--- src/rtl/output_port_tx.sv ---
// Purpose: transmit side of one mesh-router output port. Arbitrates five sources round-robin
//          per packet, buffers flits in a small FIFO and sends them downstream against credits.
// Latency: a flit accepted on edge N is driven on flit_out_o after edge N+1 at the earliest.
// Backpressure: grant_o drops while the FIFO is full or enable_i=0; sends stall while credits are 0.
//
// Ports:
//   clk_i         clock, rising edge
//   reset_n_i     asynchronous active-low reset
//   enable_i      1 = operate, 0 = freeze (no grants, no sends; credits still counted)
//   req_i[4:0]    per-source flit valid (0 ip, 1 north, 2 south, 3 east, 4 west)
//   flit_bus_i    five 32-bit flits, source k on [32k+31:32k]
//   grant_o[4:0]  one-hot combinational accept; flit k taken on the edge where req_i[k]&grant_o[k]
//   flit_out_o    registered flit to the downstream input port
//   flit_valid_o  one-cycle pulse per flit sent
//   credit_in_i   one-cycle pulse: downstream freed one slot
//   error_o       sticky protocol-error flag
module output_port_tx #(
    parameter int DEPTH   = 4,
    parameter int CREDITS = 5
) (
    input  logic         clk_i,
    input  logic         reset_n_i,
    input  logic         enable_i,
    input  logic [4:0]   req_i,
    input  logic [159:0] flit_bus_i,
    output logic [4:0]   grant_o,
    output logic [31:0]  flit_out_o,
    output logic         flit_valid_o,
    input  logic         credit_in_i,
    output logic         error_o
);
    localparam int AW = $clog2(DEPTH);
    localparam int CW = $clog2(CREDITS + 1);

    localparam logic [1:0] FT_HEAD = 2'b01;
    localparam logic [1:0] FT_TAIL = 2'b11;

    typedef enum logic {ST_IDLE, ST_LOCKED} state_e;

    logic [31:0]   mem_q [DEPTH];
    logic [AW-1:0] wr_ptr_q, rd_ptr_q;
    logic [AW:0]   count_q;
    logic [CW-1:0] credit_q;
    state_e        state_q;
    logic [2:0]    owner_q;
    logic [2:0]    rr_q;
    logic [31:0]   flit_out_q;
    logic          flit_valid_q;
    logic          error_q;

    logic          full, empty, send, accept, err_set;
    logic [4:0]    grant_d;
    logic          head_found, bad_idle;
    logic [2:0]    head_idx, acc_idx;
    logic [31:0]   acc_flit;
    int            ptr;

    // Full/empty come from the registered count, so a same-cycle pop never opens a grant.
    assign full  = (count_q == (AW+1)'(DEPTH));
    assign empty = (count_q == '0);
    assign send  = enable_i && !empty && (credit_q != '0);

    always_comb begin
        grant_d    = '0;
        head_found = 1'b0;
        head_idx   = '0;
        bad_idle   = 1'b0;
        ptr        = 0;
        // Round-robin search for a head flit starting at rr_q, wrapping 4 -> 0.
        for (int i = 0; i < 5; i++) begin
            ptr = int'(rr_q) + i;
            if (ptr >= 5) ptr = ptr - 5;
            if (!head_found && req_i[ptr] && flit_bus_i[32*ptr+30 +: 2] == FT_HEAD) begin
                head_found = 1'b1;
                head_idx   = 3'(ptr);
            end
            // Body and tail both have bit 31 set; either one is illegal with no packet open.
            if (req_i[i] && flit_bus_i[32*i+31]) bad_idle = 1'b1;
        end
        if (reset_n_i && enable_i && !full) begin
            if (state_q == ST_IDLE) begin
                if (head_found) grant_d[head_idx] = 1'b1;
            end else begin
                grant_d[owner_q] = req_i[owner_q];
            end
        end
    end

    always_comb begin
        acc_idx  = '0;
        acc_flit = '0;
        for (int k = 0; k < 5; k++) begin
            if (grant_d[k]) begin
                acc_idx  = 3'(k);
                acc_flit = flit_bus_i[32*k +: 32];
            end
        end
    end

    // Grants are only ever issued to requesting sources.
    assign accept = |grant_d;

    assign err_set = (enable_i && state_q == ST_IDLE && bad_idle)
                   || (accept && state_q == ST_LOCKED && acc_flit[31:30] == FT_HEAD)
                   || (credit_in_i && !send && credit_q == CW'(CREDITS));

    always_ff @(posedge clk_i) begin
        if (accept) mem_q[wr_ptr_q] <= acc_flit;
    end

    always_ff @(posedge clk_i or negedge reset_n_i) begin
        if (!reset_n_i) begin
            wr_ptr_q     <= '0;
            rd_ptr_q     <= '0;
            count_q      <= '0;
            flit_out_q   <= '0;
            flit_valid_q <= 1'b0;
        end else begin
            if (send) begin
                flit_out_q   <= mem_q[rd_ptr_q];
                flit_valid_q <= 1'b1;
                rd_ptr_q     <= rd_ptr_q + 1'b1;
            end else begin
                flit_valid_q <= 1'b0;
            end
            if (accept) wr_ptr_q <= wr_ptr_q + 1'b1;
            if (accept && !send)      count_q <= count_q + 1'b1;
            else if (!accept && send) count_q <= count_q - 1'b1;
        end
    end

    always_ff @(posedge clk_i or negedge reset_n_i) begin
        if (!reset_n_i) begin
            credit_q <= CW'(CREDITS);
        end else begin
            // A return at the ceiling saturates; the error flag records it.
            if (send && !credit_in_i)
                credit_q <= credit_q - 1'b1;
            else if (!send && credit_in_i && credit_q != CW'(CREDITS))
                credit_q <= credit_q + 1'b1;
        end
    end

    always_ff @(posedge clk_i or negedge reset_n_i) begin
        if (!reset_n_i) begin
            state_q <= ST_IDLE;
            owner_q <= '0;
            rr_q    <= '0;
        end else if (accept) begin
            case (state_q)
                ST_IDLE: begin
                    state_q <= ST_LOCKED;
                    owner_q <= acc_idx;
                end
                ST_LOCKED: begin
                    if (acc_flit[31:30] == FT_TAIL) begin
                        state_q <= ST_IDLE;
                        rr_q    <= (owner_q == 3'd4) ? 3'd0 : owner_q + 3'd1;
                    end
                end
                default: state_q <= ST_IDLE;
            endcase
        end
    end

    always_ff @(posedge clk_i or negedge reset_n_i) begin
        if (!reset_n_i) error_q <= 1'b0;
        else if (err_set) error_q <= 1'b1;
    end

    assign grant_o      = grant_d;
    assign flit_out_o   = flit_out_q;
    assign flit_valid_o = flit_valid_q;
    assign error_o      = error_q;
endmodule

--- config.mk ---
export PLATFORM = sky130hd
export DESIGN_NAME = output_port_tx
export DESIGN_NICKNAME = d
export VERILOG_FILES = /design/src/rtl/output_port_tx.sv
export SDC_FILE = /design/constraint.sdc
export NUM_CORES = 1
export LEC_CHECK = 0
export ABC_CLOCK_PERIOD_IN_PS = 7400
export CORE_MARGIN = 2
export CORE_UTILIZATION = 52
export CTS_CLUSTER_DIAMETER = 50
export CTS_CLUSTER_SIZE = 8
export DETAILED_ROUTE_END_ITERATION = 12
export GPL_ROUTABILITY_DRIVEN = 0
export HOLD_SLACK_MARGIN = 0.1
export PLACE_DENSITY = 0.89
export SLEW_MARGIN = 20
export SYNTH_ARGS = -nofsm -noshare
export SYNTH_HDL_FRONTEND = slang
export SYNTH_SLANG_ARGS = --single-unit
--- constraint.sdc ---
create_clock -name clk_i -period 7.4 [get_ports clk_i]
set_input_delay 1.48 -clock clk_i [delete_from_list [all_inputs] [get_ports clk_i]]
set_output_delay 1.48 -clock clk_i [all_outputs]
set_load 0.005 [all_outputs]
# Word-level counts from Yosys, hierarchy flattened
# Memory sizes are Yosys's and may differ from the RTL's. A register that Yosys moved wholly into a read port is not among the register bits.
# Index checks and enable logic that the tools add are counted.
dict set report classes {
  add_sub_neg 21
  n_lt_le_gt_ge 14
  eq_ne 11
  n_shift 5
  n_mux 63
  n_bitwise 2
  reduce_logical 49
}
# op n
set op_table {}
lappend op_table {{160-bit by 32-bit variable part select with 2-bit output} 5}
lappend op_table {{32-bit 2-to-1 mux} 10}
lappend op_table {{32-bit by 6-bit adder with 32-bit output, second input constant} 5}
lappend op_table {{32-bit by 5-bit < comparator with 1-bit output, second input constant} 5}
lappend op_table {{3-bit 2-to-1 mux} 13}
lappend op_table {{1-bit logical AND} 30}
lappend op_table {{1-bit 2-to-1 mux} 28}
lappend op_table {{4-bit by 3-bit subtractor with 5-bit output, second input constant} 4}
lappend op_table {{1-bit binary-select mux with 3-bit select} 6}
lappend op_table {{4-bit by 3-bit >= comparator with 1-bit output, second input constant} 4}
lappend op_table {{5-bit 2-to-1 mux} 3}
lappend op_table {{2-bit by 1-bit equality test with 1-bit output, second input constant} 6}
lappend op_table {{1-bit zero test} 10}
lappend op_table {{3-bit by 1-bit adder with 3-bit output, second input constant} 3}
lappend op_table {{3-bit equality test, second input constant} 3}
lappend op_table {{3-bit by 2-bit adder with 4-bit output, second input constant} 2}
lappend op_table {{3-bit by 4-bit < comparator with 1-bit output, second input constant} 2}
lappend op_table {{1-bit demux with 3-bit select} 2}
lappend op_table {{3-bit by 1-bit >= comparator with 1-bit output, second input constant} 2}
lappend op_table {{3-bit by 1-bit subtractor with 3-bit output, second input constant} 2}
lappend op_table {{5-bit bitwise AND} 1}
lappend op_table {{5-bit OR reduction} 1}
lappend op_table {{2-bit by 1-bit adder with 2-bit output, second input constant} 2}
lappend op_table {{3-bit by 1-bit adder with 4-bit output, second input constant} 1}
lappend op_table {{13 further kinds} 15}
dict set report totals {
  reg_bits 19
  ramBits 128
  inputBits 169
  n_memories 1
}
# name depth width rd rd_ports_with_merged_regs write_ports line
set mem_list {}
lappend mem_list {mem_q 4 32 1 1 1 40} ;# logic [31:0] mem_q [DEPTH];

# Logic depth before layout (Yosys ltp)
# Gate-level depths: netlist of run 1.
dict set report logic_depth {
  word_depth 39
  depth_mapped 23
  depth_no_buf 20
}

# Worst setup path after synthesis of run 1
# No wires, ideal clock.
dict set report synth_path {
  kind {reg2out}
  from {register rr_q[1]}
  to {output port grant_o[3]}
  arrival_ps 3911
  t_required_ps 5920
  setup_slack_ps 2009
  stages_incl_launch_ff 14
  path_cell_list {dfrtp_1 clkbuf_1 inv_1 ha_1 ha_1 nand2b_1 mux2_2 o22a_1 o211a_1 a21o_1 or3_1 a22o_1 o31ai_4 clkbuf_1}
}
dict set report synth_via {
  elab_chain_cells 30
}
# element line
set synth_lines {}
lappend synth_lines {{from (decl)} 46} ;# logic [2:0] rr_q;
lappend synth_lines {{from (signal assigned)} 158} ;# rr_q <= (owner_q == 3'd4) ? 3'd0 : owner_q + 3'd1;
lappend synth_lines {{parallel branches: the longest is 27 deep, another holds 32-bit by 6-bit adder with 32-bit output} -}
lappend synth_lines {{5-bit 2-to-1 mux *} 82} ;# if (head_found) grant_d[head_idx] = 1'b1;
lappend synth_lines {{5-bit 2-to-1 mux *} 81} ;# if (state_q == ST_IDLE) begin
lappend synth_lines {{5-bit 2-to-1 mux *} 80} ;# if (reset_n_i && enable_i && !full) begin
lappend synth_lines {{to (decl)} 26} ;# output logic [4:0] grant_o,
# Mark *: on every way between the ends. The select of a mux whose other input is x is not followed.

# Final worst setup path of run 1
dict set report layout_path {
  from {input port flit_bus_i[30]}
  to {output port grant_o[0]}
}
dict set report layout_via {
  elab_chain_cells 27
}
# element line
set layout_lines {}
lappend layout_lines {{from (decl)} 25} ;# input logic [159:0] flit_bus_i,
lappend layout_lines {{160-bit by 32-bit variable part select with 2-bit output} 73} ;# if (!head_found && req_i[ptr] && flit_bus_i[32*ptr+30 +: 2] == FT_HEAD) begin
lappend layout_lines {{2-bit by 1-bit equality test with 1-bit output} 73}
lappend layout_lines {{1-bit logical AND} 73}
lappend layout_lines {{1-bit 2-to-1 mux} 73}
lappend layout_lines {{1-bit zero test} 73}
lappend layout_lines {{1-bit logical AND (2 in a row)} 73}
lappend layout_lines {{1-bit 2-to-1 mux} 73}
lappend layout_lines {{1-bit zero test} 73}
lappend layout_lines {{[10 not listed]} -}
lappend layout_lines {{3-bit 2-to-1 mux} 73}
lappend layout_lines {{3-bit by 4-bit < comparator with 1-bit output (not written as such) or 3-bit by 1-bit >= comparator with 1-bit output (tied branches)} 82}
lappend layout_lines {{1-bit logical AND (not written as such)} 82}
lappend layout_lines {{1-bit 2-to-1 mux (not written as such)} 82}
lappend layout_lines {{1-bit demux with 3-bit select} 82}
lappend layout_lines {{5-bit 2-to-1 mux *} 82}
lappend layout_lines {{5-bit 2-to-1 mux *} 81}
lappend layout_lines {{5-bit 2-to-1 mux *} 80}
# Mark *: on every way between the ends. The rest lies on a longest branch, timed or not.

==> results of run 1 <==
[report_power, final]
part	total, uW	switching [uW]	internal, uW
clock network	945	390	555
registers	1490	193	1290
logic	1300	601	700
total	3730	1180	2550
[through the flow]
step	std cells	setup slack (ns)	hold WS, ns	utilization, %
finish	1202	0.849	0.514	69.7
CTS	1201	0.982	0.518	69.5
global placement	1169	1.12	0.490	66.0
global route	1202	0.708	0.540	69.7
floorplan	764	2.01	0.486	-
detailed placement	1169	0.983	0.497	66.0
[critical path, cell delays in order]
cell and delay [ns]:
clkdlybuf4s50_1 0.69, nand3b_1 0.22, nor3_1 0.21, o21ai_0 0.14
a311oi_2 0.57, mux2_2 0.43, a22oi_1 0.43, nand3_1 0.16
o41ai_2 0.13, clkdlybuf4s50_1 0.61
[area by class of cell]
type | instances | area (um2)
Clock buffer | 19 | 453
Clock inverter | 13 | 171
Fill cell | 1186 | 5490
Inverter | 59 | 221
Multi-Input combinational cell | 479 | 4130
Sequential cell | 179 | 5120
Tap cell | 229 | 287
Timing Repair Buffer | 224 | 2210
[cells in the final DEF, fill, tap and decap left out, types with 16 or more instances in the layout]
master           netlist  routed
o211ai_1              42      42
a21oi_1               18      18
mux4_2                32      32
nor2_1                23      22
mux2_2                37      37
clkbuf_16              0      17
buf_4                  4      16
clkdlybuf4s50_1        0     206
a222oi_1              31      31
dfrtp_1               49      47
inv_1                 57      57
ha_1                  19      19
nand2_1               64      64
edfxtp_1             128     128
[state kept, by name, indices dropped and copies added, names as in the netlist]
register and count:
rr_q 3, owner_q 3, mem_q 128, rd_ptr_q 2, flit_out_o 32, flit_valid_o 1
error_o 1, credit_q 3, count_q 3, wr_ptr_q 2, state_q 1
[layer usage]
| metal | vias to the layer above | global-route usage, % |
|---|---|---|
| met2 | 586 | 53.5 |
| met1 | 3814 | 33.6 |
| li1 | 3400 | - |
| met3 | 148 | 6.43 |
| met5 | - | 0 |
| met4 | 0 | 16.7 |
[Yosys cell counts, types with 3 or more instances]
cell type / n
a32oi_1: 3
o32ai_1: 3
and3_1: 3
nand3b_1: 7
mux2i_1: 6
a21oi_1: 18
nand4b_1: 3
and2_1: 6
a22oi_1: 5
xor2_1: 5
o21a_1: 5
a222oi_1: 31
buf_4: 4
nor2_1: 23
nand2_1: 64
o21ai_1: 6
buf_2: 9
ha_1: 19
a22o_1: 3
a21o_1: 9
mux4_2: 32
nand4_1: 5
nand2b_1: 6
a211o_1: 4
buf_1: 3
fa_1: 3
inv_1: 57
a221oi_1: 4
clkbuf_1: 27
o31ai_1: 3
nor2b_1: 4
dfrtp_1: 49
o21ai_0: 14
or3_1: 6
o211ai_1: 42
edfxtp_1: 128
nor3_1: 14
a31oi_1: 5
mux2_2: 37
xnor2_1: 6
o22ai_1: 10
nand3_1: 12
buf_6: 4
[worst paths after layout]
check / from / end / cells after the start
worst max-delay path: flit_bus_i[30] / grant_o[0] / 10
worst min-delay path: flit_out_o[8] / flit_out_o[8] / 1
worst max register to register: rr_q[1] / count_q[1] / 19
worst min register to register: flit_out_o[8] / flit_out_o[8] / 1
max in group asynchronous: reset_n_i / rd_ptr_q[0] / 2
min in group asynchronous: reset_n_i / flit_out_o[27] / 2
[kinds of logic after synthesis]
kind of cell,count (synthesis)
XOR/XNOR,12
adder cells (fa/ha/maj),22
multiplexers,76
buffers and inverters,106
flip-flops,179
AND/OR/NAND/NOR,167
AO/OA/AOI/OAI,202
==> results_dict.tcl, run 1 <==
set metrics [dict create \
    setup_viol 0 \
    muxShareOfSynthArea_pct 12.5 \
    fp.dieW_um 140 \
    synth.largest_area_cell "edfxtp_1" \
    grt_max_degree 52 \
    irDropWorstVdd_mv 0.203 \
    synth_edf_count 128 \
    drive_above_1_share_pct 15.3 \
    io_pins 208 \
    synth.avg_cell_area_um2 12.7 \
    hold_viol_final 0 \
    synth-seq-cells 179 \
    coreArea_um2 18100 \
    antenna_found_initial 0 \
    clock_path_buffers 2 \
    synth_top_family_by_area "compound AO/OA/AOI/OAI gates" \
    wirelength_um 30000 \
    nets 1151 \
    crit_path_end_kind "primary output" \
    synth_cell_types 89 \
    clock-sinks 179 \
    highest_layer "met4" \
    ctsResizeCount 0 \
    fin_skew_ns 0.0105 \
    crit_type "input port to primary output" \
    area_growth_pct 30.3 \
    p_leak_uw 0.00460 \
    netlist.area_leader.share_pct 39.7 \
    ys_top_cells_by_area "edfxtp_1 (40%), dfrtp_1 (13%), mux4_2 (7.5%)" \
    finalPower_uw 3730 \
    syn_nets 955 \
    synthXorXnorAreaFrac_pct 1.16 \
    cts_tree "yes" \
    die-area_um2 19700 \
    grt_pass1_vias 8098 \
    fmax_mhz 153 \
    syn_area_um2 9670 \
    tns_ns 0 \
    drv_slew 0 \
    fin_crit_ns 6.55 \
    r2r_slack_ns 1.49 \
    routed-wl-met2_um 15600 \
    viasPerCell 6.61 \
    dr_wl_met3_um 2720 \
    num_rows 49 \
    synth-main-ff-cell "edfxtp_1" \
    max_cap_violations 0 \
    slew_headroom_pct 42.1 \
    h-tree-depth 4 \
    final_cell_area_um2 12600 \
    tightest_slew_ns 0.868 \
    grtUsageTotal_pct 30.1 \
    synth_compound_area_share_pct 16.9 \
    clkTransAtPathRegs_ns 0.06 \
    clk_latency_ns 0.43 \
    outcome "completed" \
    post_drt_wl_per_cell_um 24.9 \
    async_flop_share_pct 28.5 \
    first_iter_violations 1060 \
    initial_core_util_pct 53.5 \
    n_antenna_cell 0 \
    drc_errors 0 \
    yosys_warnings 0 \
    postCtsSetupRepairBufs 0 \
    overflow 0 \
    wl_met1_um 10100 \
    hpwl_um 20000 \
    vias 7948 \
    min_path_type "flip-flop to flip-flop" \
    cts-root-buf "clkbuf_16" \
    netlist_instances 764 \
    timing.final.crit_share_pct 88.5 \
    grt_pass1_wl_um 44800 \
    critPathLaunchType "input port" \
    critPathRequiredTime_ns 5.92 \
    ant_nets 0 \
    dieHeight_um 140 \
    rsz0062_at_grt "false" \
    cp.arrival_ns 5.07 \
    port_buffers 207 \
    synthAdderAreaFrac_pct 3.08 \
    synth_seq_area_share_pct 53.0 \
    crit_fanout 6 \
    holdBufCountCts 0 \
    drt-pass1-iter-count 9 \
    powerDensity_nw_per_um2 296 \
    numCtsBuffers 17 \
    dpl-instance-area_um2 11900 \
    synth-simple-area-share_pct 8.71 \
]
No activity file was read; power rests on OpenSTA's default activity.
==> run 2: changes to the inputs <==
--- a/config.mk
+++ b/config.mk
@@ -12,7 +12,7 @@
 export CTS_CLUSTER_SIZE = 8
 export DETAILED_ROUTE_END_ITERATION = 12
 export GPL_ROUTABILITY_DRIVEN = 0
-export HOLD_SLACK_MARGIN = 0.1
+export HOLD_SLACK_MARGIN = 0.05
 export PLACE_DENSITY = 0.89
 export SLEW_MARGIN = 20
 export SYNTH_ARGS = -nofsm -noshare
==> results of run 2 <==
Final layout, timing and power as in run 1 (identical DEF).
